<file path="config.mk">
export PLATFORM = sky130hd
export DESIGN_NAME = vector_sequencer
export DESIGN_NICKNAME = d
export VERILOG_FILES = /design/src/rtl/vector_sequencer.sv
export SDC_FILE = /design/constraint.sdc
export NUM_CORES = 1
export LEC_CHECK = 0
export ABC_AREA = 1
export BUFFER_PORTS_ARGS = -buffer_cell sky130_fd_sc_hd__buf_2
export CORE_MARGIN = 2
export CORE_UTILIZATION = 60
export DETAILED_ROUTE_END_ITERATION = 10
export HOLD_SLACK_MARGIN = 0.12
export PLACE_DENSITY = 0.81
export SETUP_SLACK_MARGIN = 0.5
export SYNTH_ARGS = -nofsm -noshare
export SYNTH_HDL_FRONTEND = slang
export SYNTH_SLANG_ARGS = --single-unit
</file>
<file path="constraint.sdc">
create_clock -name clk -period 6.6 [get_ports clk]
set_input_delay 0 -clock clk [delete_from_list [all_inputs] [get_ports clk]]
set_output_delay 0 -clock clk [all_outputs]
set_load 0.05 [all_outputs]
</file>
<file path="src/rtl/vector_sequencer.sv">
// vector_sequencer: walks the elements of one DOT/MUV/LDV/STV vector instruction
//   clk, reset (async, active-low)
//   start, isDot, MemWriteV, RegWriteV, RegWriteVV : instruction accept and op selects
//   va_elem, vb_elem : source elements at elem_idx
//   mem_ready        : memory accepts/returns the current element
//   busy             : stall request to the pipeline
//   elem_idx         : current element index
//   mem_req, mem_we, vreg_we : per-element strobes
//   dot_result, dot_valid    : DOT sum and its one-cycle valid
//   done             : one-cycle completion pulse
module vector_sequencer #(
  parameter int VLEN = 8,
  parameter int EW   = 8,
  parameter int IDXW = 3,
  parameter int ACCW = 2*EW+IDXW
) (
  input  logic            clk,
  input  logic            reset,
  input  logic            start,
  input  logic            isDot,
  input  logic            MemWriteV,
  input  logic            RegWriteV,
  input  logic            RegWriteVV,
  input  logic [EW-1:0]   va_elem,
  input  logic [EW-1:0]   vb_elem,
  input  logic            mem_ready,
  output logic            busy,
  output logic [IDXW-1:0] elem_idx,
  output logic            mem_req,
  output logic            mem_we,
  output logic            vreg_we,
  output logic [ACCW-1:0] dot_result,
  output logic            dot_valid,
  output logic            done
);
  typedef enum logic [1:0] {S_IDLE, S_RUN, S_MEM, S_DONE} state_t;
  typedef enum logic [1:0] {OP_DOT, OP_STV, OP_LDV, OP_MUV} op_t;
  state_t state_q, state_d;
  op_t op_q, op_d;
  logic [IDXW-1:0] idx_q, idx_d;
  logic [ACCW-1:0] acc_q, acc_d, res_q, res_d, prod;
  logic any_sel, last;
  assign any_sel = isDot | MemWriteV | RegWriteV | RegWriteVV;
  assign last = idx_q == IDXW'(VLEN-1);
  assign prod = ACCW'(va_elem) * ACCW'(vb_elem);
  assign elem_idx = idx_q;
  assign dot_result = res_q;
  always_comb begin
    state_d = state_q;
    op_d = op_q;
    idx_d = idx_q;
    acc_d = acc_q;
    res_d = res_q;
    busy = state_q != S_IDLE;
    mem_req = 1'b0;
    mem_we = 1'b0;
    vreg_we = 1'b0;
    dot_valid = 1'b0;
    done = 1'b0;
    case (state_q)
      S_IDLE: if (start && any_sel) begin
        busy = 1'b1;
        op_d = isDot ? OP_DOT : MemWriteV ? OP_STV : RegWriteV ? OP_LDV : OP_MUV;
        idx_d = '0;
        acc_d = '0;
        state_d = (op_d == OP_DOT || op_d == OP_MUV) ? S_RUN : S_MEM;
      end
      S_RUN: begin
        if (op_q == OP_DOT) acc_d = acc_q + prod;
        vreg_we = op_q == OP_MUV;
        if (last) state_d = S_DONE;
        else idx_d = idx_q + 1'b1;
      end
      S_MEM: begin
        mem_req = 1'b1;
        mem_we = op_q == OP_STV;
        if (mem_ready) begin
          vreg_we = op_q == OP_LDV;
          if (last) state_d = S_DONE;
          else idx_d = idx_q + 1'b1;
        end
      end
      S_DONE: begin
        done = 1'b1;
        dot_valid = op_q == OP_DOT;
        state_d = S_IDLE;
        idx_d = '0;
      end
      default: state_d = S_IDLE;
    endcase
    // Capture the final sum on entry to DONE so it is visible alongside dot_valid
    if (state_d == S_DONE && state_q != S_DONE && op_q == OP_DOT) res_d = acc_d;
  end
  always_ff @(posedge clk or negedge reset) begin
    if (!reset) begin
      state_q <= S_IDLE;
      op_q <= OP_DOT;
      idx_q <= '0;
      acc_q <= '0;
      res_q <= '0;
    end else begin
      state_q <= state_d;
      op_q <= op_d;
      idx_q <= idx_d;
      acc_q <= acc_d;
      res_q <= res_d;
    end
  end
endmodule

</file>
### Word-level counts from Yosys, hierarchy flattened

Cells that the tools add are included.

* add/sub/neg operators: 2
* divide/modulo/power cells: 0
* multipliers: 1
* multiplexer cells: 23
* bitwise operators: 3
* reductions and logical operators: 10
* equal/unequal tests: 12
* $lt $le $gt $ge: 0
* shifts and indexed selects: 0

Operators by type and width (count)
* 19-bit 2-to-1 mux: 2
* 19-bit case mux with 2 select lines: 1
* 19-bit by 16-bit adder with 19-bit output: 1
* 8-bit by 8-bit multiplier with 16-bit output: 1
* 2-bit equality test (second input constant): 6
* 2-bit 2-to-1 mux: 6
* 3-bit case mux with 4 select lines: 1
* 3-bit 2-to-1 mux: 3
* 1-bit 2-to-1 mux: 8
* 2-bit case mux with 4 select lines: 1
* 2-bit zero test: 3
* 2-bit inequality test (second input constant): 3
* 2-bit by 1-bit equality test with 1-bit output (second input constant): 2
* 2-bit AND reduction: 2
* 3-bit by 1-bit adder with 3-bit output (second input constant): 1
* 3-bit equality test (second input constant): 1
* 1-bit logical AND: 3
* 1-bit OR: 3
* 1-bit case mux with 2 select lines: 1
* 2-bit nonzero test: 1
* 1-bit logical OR: 1

* output and inout port bits: 28
* bits in read-only memories: 0
* word-level logic and storage cells: 56
* memories kept: 0
* bits in writable memories: 0
* latch bits: 0
* input bits: 24
* flip-flop bits (word level): 45

### Depth between registers and ports, before layout

* word-level depth: 11
* depth in mapped cells: 24
* mapped depth without buffers: 23

### Worst setup path before layout

No wires, ideal clock.

* path kind: input to register
* from: input port va_elem[0]
* to: register res_q[14], in the netlist dot_result[14]
* library setup time: 120 ps
* required time: 6480 ps
* arrival: 3653 ps
* cell stages on the path: 22
* slack: 2827 ps
* path through: clkbuf_1 nand2_1 fa_1 fa_1 inv_1 fa_1 inv_1 fa_1 inv_1 ha_1 nand2_1 nand2_1 a21oi_1 nand2_1 nand2_1 nand2_1 nand2_1 nand3_1 nand2_1 nand2_1 nand2_1 nand2_1

* word-level cells in the longest chain between the ends: 4

Ends and longest elaborated chain
* from (decl): RTL line 24 `input logic [EW-1:0] va_elem,`
* 8-bit by 8-bit multiplier with 16-bit output: RTL line 45 `assign prod = ACCW'(va_elem) * ACCW'(vb_elem);`
* 19-bit by 16-bit adder with 19-bit output: RTL line 69 `if (op_q == OP_DOT) acc_d = acc_q + prod;`
* 19-bit 2-to-1 mux: RTL line 69
* 19-bit case mux with 2 select lines: RTL line 60 `case (state_q)`
* via acc_d[14]: RTL line 41 `logic [ACCW-1:0] acc_q, acc_d, res_q, res_d, prod;`
* to (signal assigned): RTL line 106 `res_q <= res_d;`
* to (decl): RTL line 41

The timed path passes the listed nets, and every way through them passes these cells.
A chain may end at the register's enable or synchronous reset.

### Final worst setup path

* from: register acc_q[6]
* to: register res_q[18], in the netlist dot_result[18]

* word-level cells in the longest chain between the ends: 3

Ends and longest elaborated chain
* from (decl): RTL line 41
* from (signal assigned): RTL line 99 `acc_q <= '0;`
* from (signal assigned): RTL line 105 `acc_q <= acc_d;`
* 19-bit by 16-bit adder with 19-bit output: RTL line 69
* 19-bit 2-to-1 mux: RTL line 69
* 19-bit case mux with 2 select lines: RTL line 60
* via acc_d[18]: RTL line 41

The timed path passes the listed nets, and every way through them passes these cells.

==> out/results.tsv <==
stage	metric	value	unit
status	status	completed	
floorplan	ios	52	
cells_and_area	layout.nets	872	
worst_setup_path	worst-endpoint-arrival	4.25	ns
global_routing	track_usage	24.21	%
floorplan	die_width	96.79	um
yosys	proportion_of_register_bits_with_asynchronous_set_or_reset_after_synthesis	100.0	%
yosys	synth_top_area_share	21.80	%
job	max_cap_violations	0	
sta	tns	0	ns
sta	clock_period_minus_final_worst_setup_slack	4.071	ns
detailed_routing	met1Wirelength	5081	um
floorplan	fp.dieH	96.79	um
cells_and_area	synthToLayoutAreaGrowth	7.411	%
clock_network	post-cts-setup-buffer-count	0	
clock_network	worst_skew_pair_later_pin_latency	0.30	ns
worst_setup_path	slowest_stage_cell_crit_path	sky130_fd_sc_hd__fa_1	
global_routing	first_global_vias	4356	
sta	tightestPinTransition	0.9417	ns
worst_setup_path	reg2regPathDepth	20	
detailed_routing	route.antenna.remaining_nets	0	
hold_path	hold_path_class	input port to flop	
detailed_routing	post_drt_wl_per_cell	12.15	um
worst_setup_path	slowest_delay	0.55	ns
worst_setup_path	worstSetupPathType	flop to flop	
yosys	synth_area_leader_cell	sky130_fd_sc_hd__dfrtp_1	
sta	hold-worst-slack	0.2492	ns
sta	fmax	0.2456	GHz
clock_network	max-clock-path-buffers	2	
detailed_routing	route.detailed.drc	0	
clock_network	cts_sinks	45	
placed_design	dp.final_hpwl	8579	um
detailed_routing	wl_met3	465	um
yosys	synth-seq-cells	45	
detailed_routing	finalWirelength	10410	um
clock_network	cts_hold_fix_bufs	4	
detailed_routing	vias	4288	
clock_network	maximum_level_of_the_cts_h_tree	2	
placed_design	gp_routability_congestion	0.9572	
worst_setup_path	required	6.78	ns
cells_and_area	final_core_utilization	66.86	%
sta	rsz0062_at_grt	no	
sta	finalHoldViolCount	0	
yosys	synth_top_cells_by_area	sky130_fd_sc_hd__dfrtp_1, sky130_fd_sc_hd__fa_1, sky130_fd_sc_hd__nand2_1	
clock_network	ctsRootBufferMaster	sky130_fd_sc_hd__clkbuf_8	
clock_network	ctsResizeCount	0	
global_routing	pin_count_of_the_biggest_net_entering_global_routing	46	
sta	fin_crit_sh	61.68	%
floorplan	initial_core_util	62.25	%
floorplan	core-area	0.008299	mm2
detailed_routing	met2_wirelength	4738	um
clock_network	cts_buffers	5	
global_routing	global_route_wire_length_before_repair	19260	um
yosys	yosysWarningCount	0	
sta	setup_viol_count_final	0	
cells_and_area	antenna_cells_inserted	0	
worst_setup_path	endpoint_kind	flop	
yosys	dominantRegCellSynth	sky130_fd_sc_hd__dfrtp_1	
global_routing	antenna_found_initial	0	
yosys	synth_cells	714	
global_routing	grt-ovfl-total	0	
floorplan	die_area	0.009368	mm2
yosys	seq_total_area_yosys	21.80	%
floorplan	placement_rows	33	
detailed_routing	vias_per_cell	5.004	
yosys	synth_area_per_cell	7.236	um2
worst_setup_path	crit_path_start_kind	flop	
yosys	netlist_area	0.005166	mm2
worst_setup_path	critical-path-top-cell-by-count	sky130_fd_sc_hd__nand2_1	
placed_design	io_buffers	51	
detailed_routing	drtIter0Drc	241	
detailed_routing	highest_layer_used_for_signal_routing	met4	
yosys	synth_nets	835	
clock_network	clk_pin_slew_worst_paths	0.08	ns
worst_setup_path	critical_path.cell_chain	inv_1 -> fa_1 -> inv_1 -> fa_1 -> inv_1 -> fa_1 -> fa_1 -> inv_1 -> ha_1 -> nand2_1 -> nor2_1 -> nand2_1 -> nand2_1 -> nand2_1 -> nand2_1 -> nand3_1 -> nand3_1 -> nand2_1 -> nand2_1 -> nand2_1	
clock_network	cts_tree	done	
sta	report.final.slew_viol_count	0	
sta	worst_case_headroom_to_the_max_slew_limit	37.22	%
yosys	yosysUniqueCellTypes	36	
yosys	synth_enable_flop_cells	0	
hold_path	timing.hold.worst_path_depth	3	
detailed_routing	dr.pass1.iters	4	
cells_and_area	final_layout_size_suffix_gt1_share	9.707	%
sta	fin_skew	0.006696	ns
worst_setup_path	crit_path_max_fanout	6	
cells in the mapped netlist (2+ instances only):
| cell | count |
|---|---|
| sky130_fd_sc_hd__a21oi_1 | 13 |
| sky130_fd_sc_hd__a22o_1 | 2 |
| sky130_fd_sc_hd__and2_1 | 3 |
| sky130_fd_sc_hd__buf_2 | 4 |
| sky130_fd_sc_hd__buf_6 | 3 |
| sky130_fd_sc_hd__clkbuf_1 | 16 |
| sky130_fd_sc_hd__dfrtp_1 | 45 |
| sky130_fd_sc_hd__fa_1 | 50 |
| sky130_fd_sc_hd__ha_1 | 47 |
| sky130_fd_sc_hd__inv_1 | 185 |
| sky130_fd_sc_hd__nand2_1 | 219 |
| sky130_fd_sc_hd__nand2_2 | 2 |
| sky130_fd_sc_hd__nand3_1 | 31 |
| sky130_fd_sc_hd__nand4_1 | 4 |
| sky130_fd_sc_hd__nor2_1 | 25 |
| sky130_fd_sc_hd__nor2_2 | 2 |
| sky130_fd_sc_hd__nor2_4 | 2 |
| sky130_fd_sc_hd__nor3_1 | 4 |
| sky130_fd_sc_hd__o21ai_0 | 22 |
| sky130_fd_sc_hd__o21ai_1 | 15 |
| sky130_fd_sc_hd__o21ai_2 | 2 |
| sky130_fd_sc_hd__o31ai_1 | 4 |
area by class of cell:
class                           instances  area, um2
Multi-Input combinational cell        458       3216
Fill cell                             709       2750
Sequential cell                        45       1126
Inverter                              186      698.2
Timing Repair Buffer                   55      295.3
Tap cell                              105      131.4
Clock buffer                            6      72.57
Clock inverter                          2      10.01
cell families after synthesis:
kind of cell | Yosys count | synth area share (%)
simple gates | 297 | 24.22
buf+inv | 211 | 15.96
fa+ha+maj | 97 | 30.76
compound gates | 62 | 6.879
flops | 45 | 21.80
xor+xnor | 1 | 0.1696
mux | 1 | 0.2180
state kept, by name, indices dropped and copies added, names as in the netlist:
name	flops
acc_q	19
elem_idx	3
op_q	2
dot_result	19
state_q	2
path summary, 6_finish.rpt:
check | from | to | slack [ns]
setup / recovery | acc_q[6]$_DFF_PN0_ | dot_result[18]$_DFFE_PN0P_ | 2.53
hold / removal | mem_ready | elem_idx[1]$_DFFE_PN0P_ | 0.25
setup reg to reg | acc_q[6]$_DFF_PN0_ | dot_result[18]$_DFFE_PN0P_ | 2.53
hold reg to reg | dot_result[1]$_DFFE_PN0P_ | dot_result[1]$_DFFE_PN0P_ | 0.49
max in group asynchronous | reset | acc_q[0]$_DFF_PN0_ | 5.63
min in group asynchronous | reset | acc_q[13]$_DFF_PN0_ | 0.38
layout by cell type (no fill, tap or decap):
| cell | n |
|---|---|
| sky130_fd_sc_hd__nand3b_1 | 1 |
| sky130_fd_sc_hd__nand4_1 | 4 |
| sky130_fd_sc_hd__o21ai_0 | 22 |
| sky130_fd_sc_hd__o21bai_4 | 1 |
| sky130_fd_sc_hd__o211ai_1 | 1 |
| sky130_fd_sc_hd__inv_1 | 185 |
| sky130_fd_sc_hd__and2_1 | 3 |
| sky130_fd_sc_hd__a21oi_1 | 13 |
| sky130_fd_sc_hd__xnor2_1 | 1 |
| sky130_fd_sc_hd__o21ai_1 | 15 |
| sky130_fd_sc_hd__o21ai_2 | 2 |
| sky130_fd_sc_hd__fa_1 | 50 |
| sky130_fd_sc_hd__clkbuf_1 | 1 |
| sky130_fd_sc_hd__nand2_2 | 2 |
| sky130_fd_sc_hd__nor2_4 | 2 |
| sky130_fd_sc_hd__mux2_2 | 1 |
| sky130_fd_sc_hd__o31ai_1 | 4 |
| sky130_fd_sc_hd__a21o_1 | 1 |
| sky130_fd_sc_hd__nor2_2 | 2 |
| sky130_fd_sc_hd__dfrtp_1 | 45 |
| sky130_fd_sc_hd__nor2_1 | 25 |
| sky130_fd_sc_hd__nand2_1 | 219 |
| sky130_fd_sc_hd__nand3_1 | 31 |
| sky130_fd_sc_hd__inv_2 | 1 |
| sky130_fd_sc_hd__buf_2 | 51 |
| sky130_fd_sc_hd__dlygate4sd3_1 | 4 |
| sky130_fd_sc_hd__a31oi_1 | 1 |
| sky130_fd_sc_hd__nand2_4 | 1 |
| sky130_fd_sc_hd__and2_4 | 1 |
| sky130_fd_sc_hd__clkinv_2 | 2 |
| sky130_fd_sc_hd__nor3_1 | 4 |
| sky130_fd_sc_hd__nand4_4 | 1 |
| sky130_fd_sc_hd__a22o_1 | 2 |
| sky130_fd_sc_hd__ha_1 | 47 |
| sky130_fd_sc_hd__nand3b_4 | 1 |
| sky130_fd_sc_hd__clkbuf_8 | 5 |
critical path: cells and delay by family, from the launching register on:
kind                       cells  cell delay (ns)
adders and majority gates      5             2.42
DFF                            1             0.36
buffers and inverters          4             0.21
and+or+nand+nor               11             0.96
routing by layer:
metal | GRT usage [%] | vias to the layer above
met4 | 7.367 | 0
met5 | 0 | -
met2 | 39.85 | 89
met3 | 2.457 | 11
met1 | 34.13 | 2006
li1 | - | 2182
metrics by stage:
stage	worst slack, ns	instances	area [um2]
after floorplan	2.827	714	5166
after global placement	2.592	845	5426
after detailed placement	2.567	845	5426
after CTS	2.531	857	5549
after global routing	2.229	857	5549
final	2.529	857	5549
Power is not shown: default switching activity piles up to over one toggle a cycle in this logic, so the estimate is an artifact.
